### src/rtl/proc_setup.sv
// Board-level accumulator demo: switches feed a prescaled add/subtract into a
// 24-bit accumulator shown on six hex displays. Optional macro LEADING_ZERO_BLANK_EN.
module proc_setup #(
  parameter int unsigned TICK_DIV = 50000000
) (
  input  logic       CLOCK_50,
  input  logic [0:0] KEY,
  input  logic [9:0] SW,
  output logic [6:0] HEX5,
  output logic [6:0] HEX4,
  output logic [6:0] HEX3,
  output logic [6:0] HEX2,
  output logic [6:0] HEX1,
  output logic [6:0] HEX0,
  output logic [9:0] LEDR
);

  localparam int unsigned ACC_W  = 24;
  localparam int unsigned OP_W   = 8;
  localparam int unsigned SW_W   = 10;
  localparam int unsigned LED_W  = 10;
  localparam int unsigned SEG_W  = 7;
  localparam int unsigned DIG_W  = 4;
  localparam int unsigned DIGITS = 6;
  localparam int unsigned HEX_W  = DIGITS * SEG_W;
  localparam int unsigned CNT_W  = (TICK_DIV > 1) ? $clog2(TICK_DIV) : 1;
  localparam logic [CNT_W-1:0] TICK_MAX = CNT_W'(TICK_DIV - 1);
  localparam logic [SEG_W-1:0] SEG_ZERO  = 7'b1000000;
  localparam logic [SEG_W-1:0] SEG_BLANK = 7'b1111111;

`ifdef LEADING_ZERO_BLANK_EN
  localparam logic [HEX_W-1:0] HEX_RST = {{(DIGITS-1){SEG_BLANK}}, SEG_ZERO};
`else
  localparam logic [HEX_W-1:0] HEX_RST = {DIGITS{SEG_ZERO}};
`endif

  // Active-low {g,f,e,d,c,b,a} pattern for one hex digit
  function automatic logic [SEG_W-1:0] seg7(input logic [DIG_W-1:0] d);
    case (d)
      4'h0: seg7 = 7'b1000000;
      4'h1: seg7 = 7'b1111001;
      4'h2: seg7 = 7'b0100100;
      4'h3: seg7 = 7'b0110000;
      4'h4: seg7 = 7'b0011001;
      4'h5: seg7 = 7'b0010010;
      4'h6: seg7 = 7'b0000010;
      4'h7: seg7 = 7'b1111000;
      4'h8: seg7 = 7'b0000000;
      4'h9: seg7 = 7'b0010000;
      4'hA: seg7 = 7'b0001000;
      4'hB: seg7 = 7'b0000011;
      4'hC: seg7 = 7'b1000110;
      4'hD: seg7 = 7'b0100001;
      4'hE: seg7 = 7'b0000110;
      default: seg7 = 7'b0001110;
    endcase
  endfunction

  logic [SW_W-1:0]  sw_meta_q, sw_sync_q;
  logic [CNT_W-1:0] cnt_q, cnt_d;
  logic [ACC_W-1:0] acc_q, acc_d;
  logic             carry_q, carry_d;
  logic [LED_W-1:0] ledr_q, ledr_d;
  logic [HEX_W-1:0] hex_q, hex_d;

  logic             run_s, sub_s, tick;
  logic [OP_W-1:0]  op_s;
  logic [ACC_W:0]   sum, diff;
  logic [DIG_W-1:0] digit;
  logic             lead, blank;

  assign run_s = sw_sync_q[9];
  assign sub_s = sw_sync_q[8];
  assign op_s  = sw_sync_q[OP_W-1:0];
  assign tick  = run_s && (cnt_q == TICK_MAX);
  // Bit ACC_W is the add carry-out, or the borrow when op_s > acc_q
  assign sum   = (ACC_W+1)'(acc_q) + (ACC_W+1)'(op_s);
  assign diff  = (ACC_W+1)'(acc_q) - (ACC_W+1)'(op_s);

  // Prescaler and accumulator next state
  always_comb begin
    cnt_d   = cnt_q;
    acc_d   = acc_q;
    carry_d = carry_q;
    if (!run_s || tick) begin
      cnt_d = '0;
    end else begin
      cnt_d = cnt_q + CNT_W'(1);
    end
    if (tick) begin
      {carry_d, acc_d} = sub_s ? diff : sum;
    end
  end

  // Display next state, scanned from the most-significant digit down
  always_comb begin
    ledr_d = {run_s, carry_q, acc_q[7:0]};
    hex_d  = '0;
    lead   = 1'b1;
    digit  = '0;
    blank  = 1'b0;
    for (int i = int'(DIGITS) - 1; i >= 0; i--) begin
      digit = acc_q[i*DIG_W +: DIG_W];
      blank = 1'b0;
`ifdef LEADING_ZERO_BLANK_EN
      blank = lead && (digit == '0) && (i != 0);
`endif
      hex_d[i*SEG_W +: SEG_W] = blank ? SEG_BLANK : seg7(digit);
      if (digit != '0) begin
        lead = 1'b0;
      end
    end
  end

  always_ff @(posedge CLOCK_50) begin
    if (KEY[0]) begin
      sw_meta_q <= '0;
      sw_sync_q <= '0;
      cnt_q     <= '0;
      acc_q     <= '0;
      carry_q   <= 1'b0;
      ledr_q    <= '0;
      hex_q     <= HEX_RST;
    end else begin
      sw_meta_q <= SW;
      sw_sync_q <= sw_meta_q;
      cnt_q     <= cnt_d;
      acc_q     <= acc_d;
      carry_q   <= carry_d;
      ledr_q    <= ledr_d;
      hex_q     <= hex_d;
    end
  end

  assign LEDR = ledr_q;
  assign HEX5 = hex_q[5*SEG_W +: SEG_W];
  assign HEX4 = hex_q[4*SEG_W +: SEG_W];
  assign HEX3 = hex_q[3*SEG_W +: SEG_W];
  assign HEX2 = hex_q[2*SEG_W +: SEG_W];
  assign HEX1 = hex_q[1*SEG_W +: SEG_W];
  assign HEX0 = hex_q[0*SEG_W +: SEG_W];

endmodule

### config.mk
export PLATFORM = sky130hd
export DESIGN_NAME = proc_setup
export DESIGN_NICKNAME = d
export VERILOG_FILES = /design/src/rtl/proc_setup.sv
export SDC_FILE = /design/constraint.sdc
export NUM_CORES = 1
export LEC_CHECK = 0
export BUFFER_PORTS_ARGS = -buffer_cell sky130_fd_sc_hd__buf_2
export CAP_MARGIN = 20
export CORE_MARGIN = 3
export CORE_UTILIZATION = 50
export DETAILED_ROUTE_END_ITERATION = 10
export GPL_ROUTABILITY_DRIVEN = 0
export PLACE_DENSITY = 0.77
export SETUP_SLACK_MARGIN = 0.15
export SYNTH_ARGS = -nofsm -noshare
export SYNTH_HDL_FRONTEND = slang
export SYNTH_SLANG_ARGS = --single-unit
### constraint.sdc
create_clock -name CLOCK_50 -period 5 [get_ports CLOCK_50]
set_input_delay 0.25 -clock CLOCK_50 [delete_from_list [all_inputs] [get_ports CLOCK_50]]
set_output_delay 0.25 -clock CLOCK_50 [all_outputs]
set_load 0.01 [all_outputs]
# Word level (Yosys, flattened, before mapping)
# Memory sizes are Yosys's and may differ from the RTL's. A register that Yosys moved wholly into a read port is not among the register bits.
# Index checks and enable logic that the tools add are counted.
# W data, S select, Z words.
word_totals:
  register_bits: 81
  rom_bits: 672
  ramBits: 0
  elab_cells: 21
  latch_bits: 0
  n_memories: 6
  input_bits: 12
mem_list:
  columns: ["name", "words", "width", "rd", "rd_ports_with_merged_regs", "wr", "line_no", "source"]
  rows:
  - ["(name not given)", 16, 7, 1, 1, 0, "39", "case (d)"]
  - ["(name not given)", 16, 7, 1, 1, 0, "39", null]
  - ["(name not given)", 16, 7, 1, 1, 0, "39", null]
  - ["(name not given)", 16, 7, 1, 1, 0, "39", null]
  - ["(name not given)", 16, 7, 1, 1, 0, "39", null]
  - ["(name not given)", 16, 7, 1, 1, 0, "39", null]
classes:
  n_addsub: 3
  mul: 0
  order_cmp: 0
  n_mux: 1
  eq_ne: 1
  n_bitwise: 0
  shift: 0
  reduce_logical: 4
  div_mod_pow: 0
op_table:
  columns: ["op", "count"]
  rows:
  - ["$add A26 B1 Y26 const B", 1]
  - ["$eq A26 B26 Y1 const B", 1]
  - ["$add A24 B8 Y25", 1]
  - ["$mux W25", 1]
  - ["$sub A24 B8 Y25", 1]
  - ["$reduce_or A2 Y1", 1]
  - ["$logic_and A1 B1 Y1", 1]
  - ["$logic_not A1 Y1", 1]
  - ["$logic_or A1 B1 Y1", 1]

# Longest topological paths before layout
# Gate-level depths: netlist (run 1).
depth:
  ltp_word: 4
  depth_mapped: 15
  mapped_depth_nobuf: 15

# Worst setup path before layout (run 1)
# OpenSTA, ideal clock, no wires.
synth_timing:
  kind: "register -> register"
  startpoint: "register sw_sync_q[6]"
  endpoint: "register carry_q"
  path_slack_ns: 1.971
  required_time_ns: 4.909
  t_arrival_ns: 2.938
  path_stages_with_launch: 14
  setup_time_ns: 0.091
  path_cell_list: "dfxtp_1 -> nor4_1 -> and2_1 -> ha_1 -> or2_2 -> ha_1 -> a21oi_1 -> o21ai_1 -> a2111o_1 -> o311ai_0 -> a21oi_1 -> o22a_1 -> xnor2_1 -> a311oi_1"
synth_via:
  elab_chain_cells: 2
  word_cells_on_any_way: 3
synth_rtl:
  columns: ["item", "line_no", "source"]
  rows:
  - ["start: declaration", "59", "logic [SW_W-1:0] sw_meta_q, sw_sync_q;"]
  - ["start signal: assignment", "126", "sw_sync_q <= sw_meta_q;"]
  - ["$add A24 B8 Y25 / $sub A24 B8 Y25 (equally long branches)", "77, 78", null]
  - ["$mux W25 *", "91", "{carry_d, acc_d} = sub_s ? diff : sum;"]
  - ["end signal: assignment", "129", "carry_q <= carry_d;"]
  - ["end: declaration", "62", "logic carry_q, carry_d;"]
# Every way passes the cells marked *; elsewhere a longest branch is shown, timed or not.
# A chain may end at the register's enable or synchronous reset.

# Worst setup path in the final report (run 1)
layout_timing:
  startpoint: "register sw_sync_q[5]"
  endpoint: "register carry_q"
# The elaborated chain is that of the path after synthesis.

==> out/metrics.csv, run 1 <==
stage,metric,value,unit
timing,RSZ-0062 raised after global routing,no,
logic_synthesis,Syn Area/Cell,8.591,um^2
logic_synthesis,number of synthesized flops with an enable pin,0,
timing,f_max,283.3,MHz
critical_path,FF-to-FF setup slack,1.47,ns
place,post-place setup slack,1.549,ns
global_routing,initial antenna violation count,0,
timing,final hold slack,0.03600,ns
cts,Worst-Skew Late Latency,0.42,ns
timing,max-slew violation count,0,
critical_path,"Arr. time, crit path",3.84,ns
logic_synthesis,Mapped Cells,805,
die,Core Footprint,0.01340,mm^2
timing,Final min period,3.529,ns
final_layout,"commonest non-fill, non-tap cell in the layout",dfxtp_1,
place,placed cell areas,0.007234,mm^2
critical_path,crit-path max FO,8,
critical_path,FF-to-FF End,carry_q,
place,Detailed Place HPWL,9993,um
hold_path,WHS Path Cells,2,
power_and_ir_drop,clock power share,0.522,
cts,worst-case clock buffer depth,2,
power_and_ir_drop,P_int,1902,uW
cts,Hold Buf Count CTS,0,
cts,post-cts sizing count,0,
logic_synthesis,Netlist Area Pre-Place,0.006915,mm^2
logic_synthesis,asr flop ratio synth,0,
global_routing,GRT overflow,0,
cts,CTS buffer count,17,
place,Port Buffers,63,
cts,clock slew at reported path FFs,0.06,ns
final_layout,Final Net Count,923,
power_and_ir_drop,Switching Fraction,0.2335,
logic_synthesis,Synth Area in Adders,0.1187,
route,Vias/cell,5.501,
timing,min setup slack post-route,1.471,ns
logic_synthesis,register bit count reported by yosys,123,
logic_synthesis,largest family of logic cells by synthesized area,simple AND/OR/NAND/NOR gates,
final_layout,ANT cells,0,
route,Detailed Route Iter0 Violations,455,
route,drt drc,0,
global_routing,largest net degree at the start of global routing,49,
timing,Slew @ Worst Pin,0.9753,ns
critical_path,CP required,5.31,ns
die,Initial Util,0.5161,
global_routing,GR Util met3,0.05540,
status,status,"complete, no violations",
route,Detailed Route WL,14540,um
job,Max Cap Violations,0,
route,Routed Antenna Nets,0,
timing,final setup TNS,0,ns
critical_path,WS Path Type,reg -> reg,
logic_synthesis,register area share after synthesis,0.3561,
logic_synthesis,Yosys Warn Count,0,
logic_synthesis,complex-gate fraction of the synthesized area,0.1744,
logic_synthesis,Synth area leaders,"dfxtp_1 36%, ha_1 12%, nor2_1 6.3%, a21oi_1 3.9%, nand2_1 3.5%",
critical_path,Setup crit start,sw_sync_q[5],
die,Top Ports,64,
power_and_ir_drop,LEAKAGE,0.003257,uW
critical_path,Crit. End Element,flop,
route,post-DR wirelength/cell,14.05,um
die,chip height,123.6,um
cts,root buffer cell,clkbuf_16,
final_layout,Layout area overhead,13.64,%
logic_synthesis,mux cell area share after synthesis,0.02823,
cts,CTS tree,built,
logic_synthesis,Post-Syn Nets,882,
logic_synthesis,Synth Area in XOR/XNOR,0.05193,
global_routing,global-route met1 utilization,0.2537,
global_routing,M2 GR Usage,0.3150,
die,Die ar.,0.01528,mm^2
cts,Sink Count,123,
global_routing,vias in the first global route,5141,
logic_synthesis,top_reg_cell synth,dfxtp_1,
die,die width,123.6,um
power_and_ir_drop,PwrDens,315.7,mW/mm^2
final_layout,most frequent cells in the layout,"123 x dfxtp_1, 116 x nor2_1, 65 x nand2_1, 64 x ha_1, 63 x buf_2",
final_layout,layout cell share with drive strength beyond 1,0.1385,
power_and_ir_drop,sequential share of power,0.401,
route,TritonRoute pass-1 iters,7,
die,row cnt,42,
logic_synthesis,post-synthesis cell type count,78,
logic_synthesis,Synth Area in Simple Gates,0.2209,
logic_synthesis,Synth top area share,0.3561,
route,via count,5694,
global_routing,global-route wire length before repair,24170,um
timing,Rel. slew slack,0.3498,
power_and_ir_drop,VDD IR max,0.2507,mV
power_and_ir_drop,Net Switching,579.2,uW
final_layout,"Design Area, Final",0.007859,mm^2
cts,depth of the CTS H-tree,4,
power_and_ir_drop,Gate power share,0.078,
hold_path,min-delay src,SW[3],
timing,final hold vios,0,
logic_synthesis,Synth area leader,dfxtp_1,
timing,fin crit share,0.7059,
timing,setup violators final,0,
timing,skew final,0.006666,ns
cts,postcts setup bufs,0,
hold_path,HP Class,in -> reg,
hold_path,Hold EP,sw_meta_q[3],
global_routing,Most Crowded Layer GR,met2,
power_and_ir_drop,Pwr Total,2481,uW
global_routing,GRT Total Usage,0.1981,
critical_path,CP Launch Type,flop,
critical_path,reg2reg start,sw_sync_q[5],
critical_path,R2R depth,13,
[worst max path at each step]
stage / slack (ns) / cells past startpoint / to
2_1_floorplan: 1.97 / 13 / carry_q
6_report: 1.47 / 13 / carry_q
3_3_place_gp: 1.69 / 13 / carry_q
4_1_cts: 1.52 / 13 / carry_q
5_1_grt: 1.17 / 13 / carry_q
3_5_place_dp: 1.55 / 13 / carry_q
[flip-flops by register name, indices dropped and copies added (netlist names)]
name       cells
LEDR          10
sw_meta_q     10
sw_sync_q     10
carry_q        1
hex_q         42
cnt_q         26
acc_q         24
[area by class of cell]
type,instances,area [um^2]
flip-flops and latches,123,2462
fillers,1173,5542
well taps,176,220.2
clock buffers,18,429.2
repair buffers,64,322.8
multi-input cells,608,4109
clock inverters,14,195.2
inverters,32,120.1
[metal layers]
metal	share of wire	wire length, um	up-vias
li1	-	-	2901
met3	0.048	696	24
met5	0	0	-
met1	0.47	6804	2623
met2	0.47	6792	146
met4	0.017	244	0
[power groups by stage]
stage / sequential, uW / clock [uW] / combinational [uW]
6_report: 994 / 1290 / 193
5_1_grt: 994 / 1360 / 211
4_1_cts: 994 / 1310 / 191
3_5_place_dp: 1010 / 0 / 187
3_3_place_gp: 1010 / 0 / 185
2_1_floorplan: 1010 / 0 / 164
[worst max-delay path, cell delays in order, from the launching register on]
cell and delay, ns:
dfxtp_1 0.33, nor4_1 0.54, and2_1 0.28, ha_1 0.16
or2_2 0.13, ha_1 0.31, a21oi_1 0.27, o21ai_1 0.12
a2111o_1 0.40, o311ai_0 0.13, a21oi_1 0.12, o22a_1 0.20
xnor2_1 0.14, a311oi_1 0.29
[cells in the mapped netlist (5+ instances only)]
| library cell | number |
|---|---|
| mux2i_1 | 15 |
| inv_1 | 30 |
| nand4_1 | 7 |
| nand3_1 | 21 |
| nor2_1 | 116 |
| o21ai_0 | 14 |
| a21oi_1 | 54 |
| xnor2_1 | 25 |
| o21ai_1 | 7 |
| nor3_1 | 10 |
| ha_1 | 64 |
| nand2_1 | 65 |
| a311oi_1 | 14 |
| nor2b_1 | 35 |
| nor3b_1 | 5 |
| dfxtp_1 | 123 |
| xor2_1 | 16 |
| nand2b_1 | 11 |
| a211oi_1 | 21 |
| o22ai_1 | 7 |
| clkbuf_1 | 20 |
| buf_2 | 5 |
| a21o_1 | 15 |
| or3_1 | 5 |
| and3_1 | 5 |
| buf_1 | 9 |
| nor4_1 | 6 |
[per-stage QoR]
stage	utilization	std cells
after floorplan	-	805
after global placement	0.5399	1003
after detailed placement	0.5399	1003
after CTS	0.5865	1035
after global routing	0.5865	1035
final	0.5865	1035
[cells by family after synthesis]
logic type	Yosys count
XOR/XNOR	41
buffers and inverters	74
AO/OA/AOI/OAI	173
adder cells (fa/ha/maj)	65
flip-flops	123
multiplexers	19
AND/OR/NAND/NOR	310
Note: power is estimated with default switching activity, not from simulation.
==> run 2: changes to the inputs <==
- clock period: 5 -> 3.33 ns (I/O delays scaled with it)
==> run 2 against run 1 <==
Core utilization up 2.0 points. Wire length hardly changed. Global-route usage down 0.12 points. Sequential share of layout area decreased by 1.0 points. Hold slack better by 0.13 ns. Non-clock buffer count up 26. Flip-flop and latch count stayed put. First-iteration DRC count shrank 15%. Clock skew rose by 0.0030 ns. Combinational power increased by 66%. Fmax grew 14%. Critical path type unchanged.
==> out/metrics.csv, run 2 (synthesized netlist as in run 1, its figures left out) <==
stage,metric,value,unit,change
route,Routed Antenna Nets,0,,unchanged
power_and_ir_drop,clock power share,0.510,,-0.012
cts,worst-case clock buffer depth,2,,unchanged
critical_path,Crit. End Element,flop,,
final_layout,max reg flops,42,,unchanged
cts,root buffer cell,clkbuf_16,,
cts,CTS buffer count,17,,unchanged
critical_path,CP required,3.65,ns,-1.66 ns
timing,RSZ-0062 raised after global routing,yes,,
die,die width,123.6,um,unchanged
hold_path,WHS Path Cells,2,,unchanged
global_routing,GRT Total Usage,0.1969,,-0.001191
power_and_ir_drop,Gate power share,0.087,,+0.009
route,via count,5786,,+1.6%
global_routing,Most Crowded Layer GR,met2,,
final_layout,layout cell share with drive strength beyond 1,0.1653,,+0.02681
critical_path,"Arr. time, crit path",3.41,ns,-0.43 ns
die,Top Ports,64,,unchanged
global_routing,global-route wire length before repair,24210,um,+0.14%
global_routing,M2 GR Usage,0.3129,,-0.002028
critical_path,FF-to-FF setup slack,0.24,ns,-1.23 ns
route,TritonRoute pass-1 iters,5,,-2
cts,Worst-Skew Late Latency,0.42,ns,about the same
die,Core Footprint,0.01340,mm^2,unchanged
power_and_ir_drop,P_int,2890,uW,+52%
global_routing,global-route met1 utilization,0.2590,,+0.005257
timing,final hold slack,0.1629,ns,+0.1269 ns
route,Detailed Route Iter0 Violations,387,,-15%
cts,Sink Count,123,,unchanged
power_and_ir_drop,Pwr Total,3704,uW,+49%
timing,Final min period,3.089,ns,-0.4408 ns
final_layout,most frequent cells in the layout,"120 x dfxtp_1, 116 x nor2_1, 65 x nand2_1, 63 x buf_2, 60 x ha_1",,
timing,fin crit share,0.9275,,+0.2216
global_routing,GRT overflow,0,,unchanged
timing,setup violators final,0,,unchanged
final_layout,Top Registers,"hex_q: 42 flops, cnt_q: 26 flops, acc_q: 24 flops",,
hold_path,HP Class,in -> reg,,
critical_path,reg2reg start,sw_sync_q[4],,
critical_path,FF-to-FF End,carry_q,,
timing,Rel. slew slack,0.6198,,+0.2700
timing,min setup slack post-route,0.2415,ns,-1.229 ns
final_layout,ANT cells,0,,unchanged
timing,max-slew violation count,0,,unchanged
die,chip height,123.6,um,unchanged
route,Detailed Route WL,14550,um,about the same
hold_path,min-delay src,KEY,,
critical_path,CP Launch Type,flop,,
route,drt drc,0,,unchanged
global_routing,initial antenna violation count,0,,unchanged
timing,f_max,323.8,MHz,+14%
job,Max Cap Violations,0,,unchanged
hold_path,Hold EP,acc_q[10],,
die,Initial Util,0.5161,,unchanged
final_layout,"commonest non-fill, non-tap cell in the layout",dfxtp_1,,
timing,final setup TNS,0,ns,unchanged
die,Die ar.,0.01528,mm^2,unchanged
place,post-place setup slack,0.1744,ns,-1.374 ns
final_layout,Largest Register,hex_q,,
timing,Slew @ Worst Pin,0.5694,ns,-0.4058 ns
critical_path,R2R depth,13,,unchanged
power_and_ir_drop,Switching Fraction,0.2197,,-0.01378
timing,skew final,0.009638,ns,+0.002971 ns
route,Vias/cell,5.464,,-0.69%
final_layout,Final Net Count,949,,+2.8%
final_layout,Layout area overhead,17.57,%,
global_routing,largest net degree at the start of global routing,53,,+8.2%
final_layout,final core utilization,0.6067,,+0.02026
status,status,"complete, no violations",,
power_and_ir_drop,sequential share of power,0.403,,+0.002
cts,depth of the CTS H-tree,4,,unchanged
cts,clock slew at reported path FFs,0.05,ns,about the same
place,Detailed Place HPWL,10110,um,+1.1%
critical_path,crit-path max FO,8,,unchanged
die,row cnt,42,,unchanged
route,post-DR wirelength/cell,13.74,um,-2.2%
power_and_ir_drop,Net Switching,813.7,uW,+40%
cts,CTS tree,built,,
global_routing,vias in the first global route,5252,,+2.2%
power_and_ir_drop,VDD IR max,0.3772,mV,+50%
place,Port Buffers,63,,unchanged
global_routing,GR Util met3,0.05177,,-0.003633
critical_path,WS Path Type,reg -> reg,,
timing,final hold vios,0,,unchanged
power_and_ir_drop,PwrDens,455.5,mW/mm^2,+44%
power_and_ir_drop,LEAKAGE,0.003388,uW,+4.0%
[run 2: cell types whose count changed in the layout (fill, tap and decap cells not counted), sizes merged, moves of 2 or more]
| cell | delta |
|---|---|
| inv | -2 |
| buf | +16 |
| clkinv | -4 |
| dlygate4sd3 | +10 |
| clkbuf | +6 |
[run 2: critical path: stages (launching register included)]
cell and delay, ns:
dfxtp_1 0.40, nor4_2 0.08, and2_4 0.17, ha_1 0.16
or2_2 0.32, ha_2 0.34, a21oi_1 0.17, o21ai_1 0.10
a2111o_1 0.40, o311ai_0 0.13, a21oi_1 0.13, o22a_1 0.19
xnor2_1 0.13, a311oi_1 0.26
[run 2: cell type report]
cell class / count / area, um^2
flip-flops and latches: 123 / 2466
well taps: 176 / 220.2
clock inverters: 6 / 110.1
clock buffers: 24 / 501.7
fillers: 1180 / 5270
inverters: 32 / 120.1
multi-input cells: 608 / 4169
repair buffers: 90 / 543.0
[run 2: power by group through the flow]
stage                     registers, uW  logic [uW]  clock network, uW
after floorplan                    1520         246                  0
after global placement             1520         285                  0
after detailed placement           1520         288                  0
after CTS                          1490         300               1920
after global routing               1490         353               1990
final                              1490         321               1890
[run 2: worst max path at each step]
| stage | cells past startpoint | to | slack [ns] | from |
|---|---|---|---|---|
| 3_5_place_dp | 13 | carry_q | 0.17 | sw_sync_q[3] |
| 5_1_grt | 13 | carry_q | 0.0004 | sw_sync_q[4] |
| 2_1_floorplan | 13 | carry_q | 0.30 | sw_sync_q[6] |
| 6_report | 13 | carry_q | 0.24 | sw_sync_q[4] |
| 4_1_cts | 12 | acc_q[23] | 0.16 | sw_sync_q[0] |
| 3_3_place_gp | 13 | carry_q | 0.29 | sw_sync_q[3] |
[run 2: routing by layer]
metal / vias to the layer above / routed length (um)
met2: 148 / 6837
met1: 2672 / 6700
li1: 2939 / -
met4: 0 / 314
met3: 27 / 694
met5: - / 0
[run 2: what timing repair did]
| item | 4_1_cts | 5_1_grt |
|---|---|---|
| endpoints found under the setup margin | 1 | 8 |
| resized for setup | 1 | 14 |
| pin swaps | 0 | 12 |
| setup buffers | 0 | 5 |
| endpoints found under the hold margin | 10 | 0 |
| hold buffers | 10 | 0 |
[run 2: metrics by stage]
stage | cells | area, um^2
final | 1059 | 8130
after global routing | 1059 | 8130
after CTS | 1054 | 8031
after detailed placement | 1014 | 7317
after global placement | 1014 | 7317
after floorplan | 805 | 6915
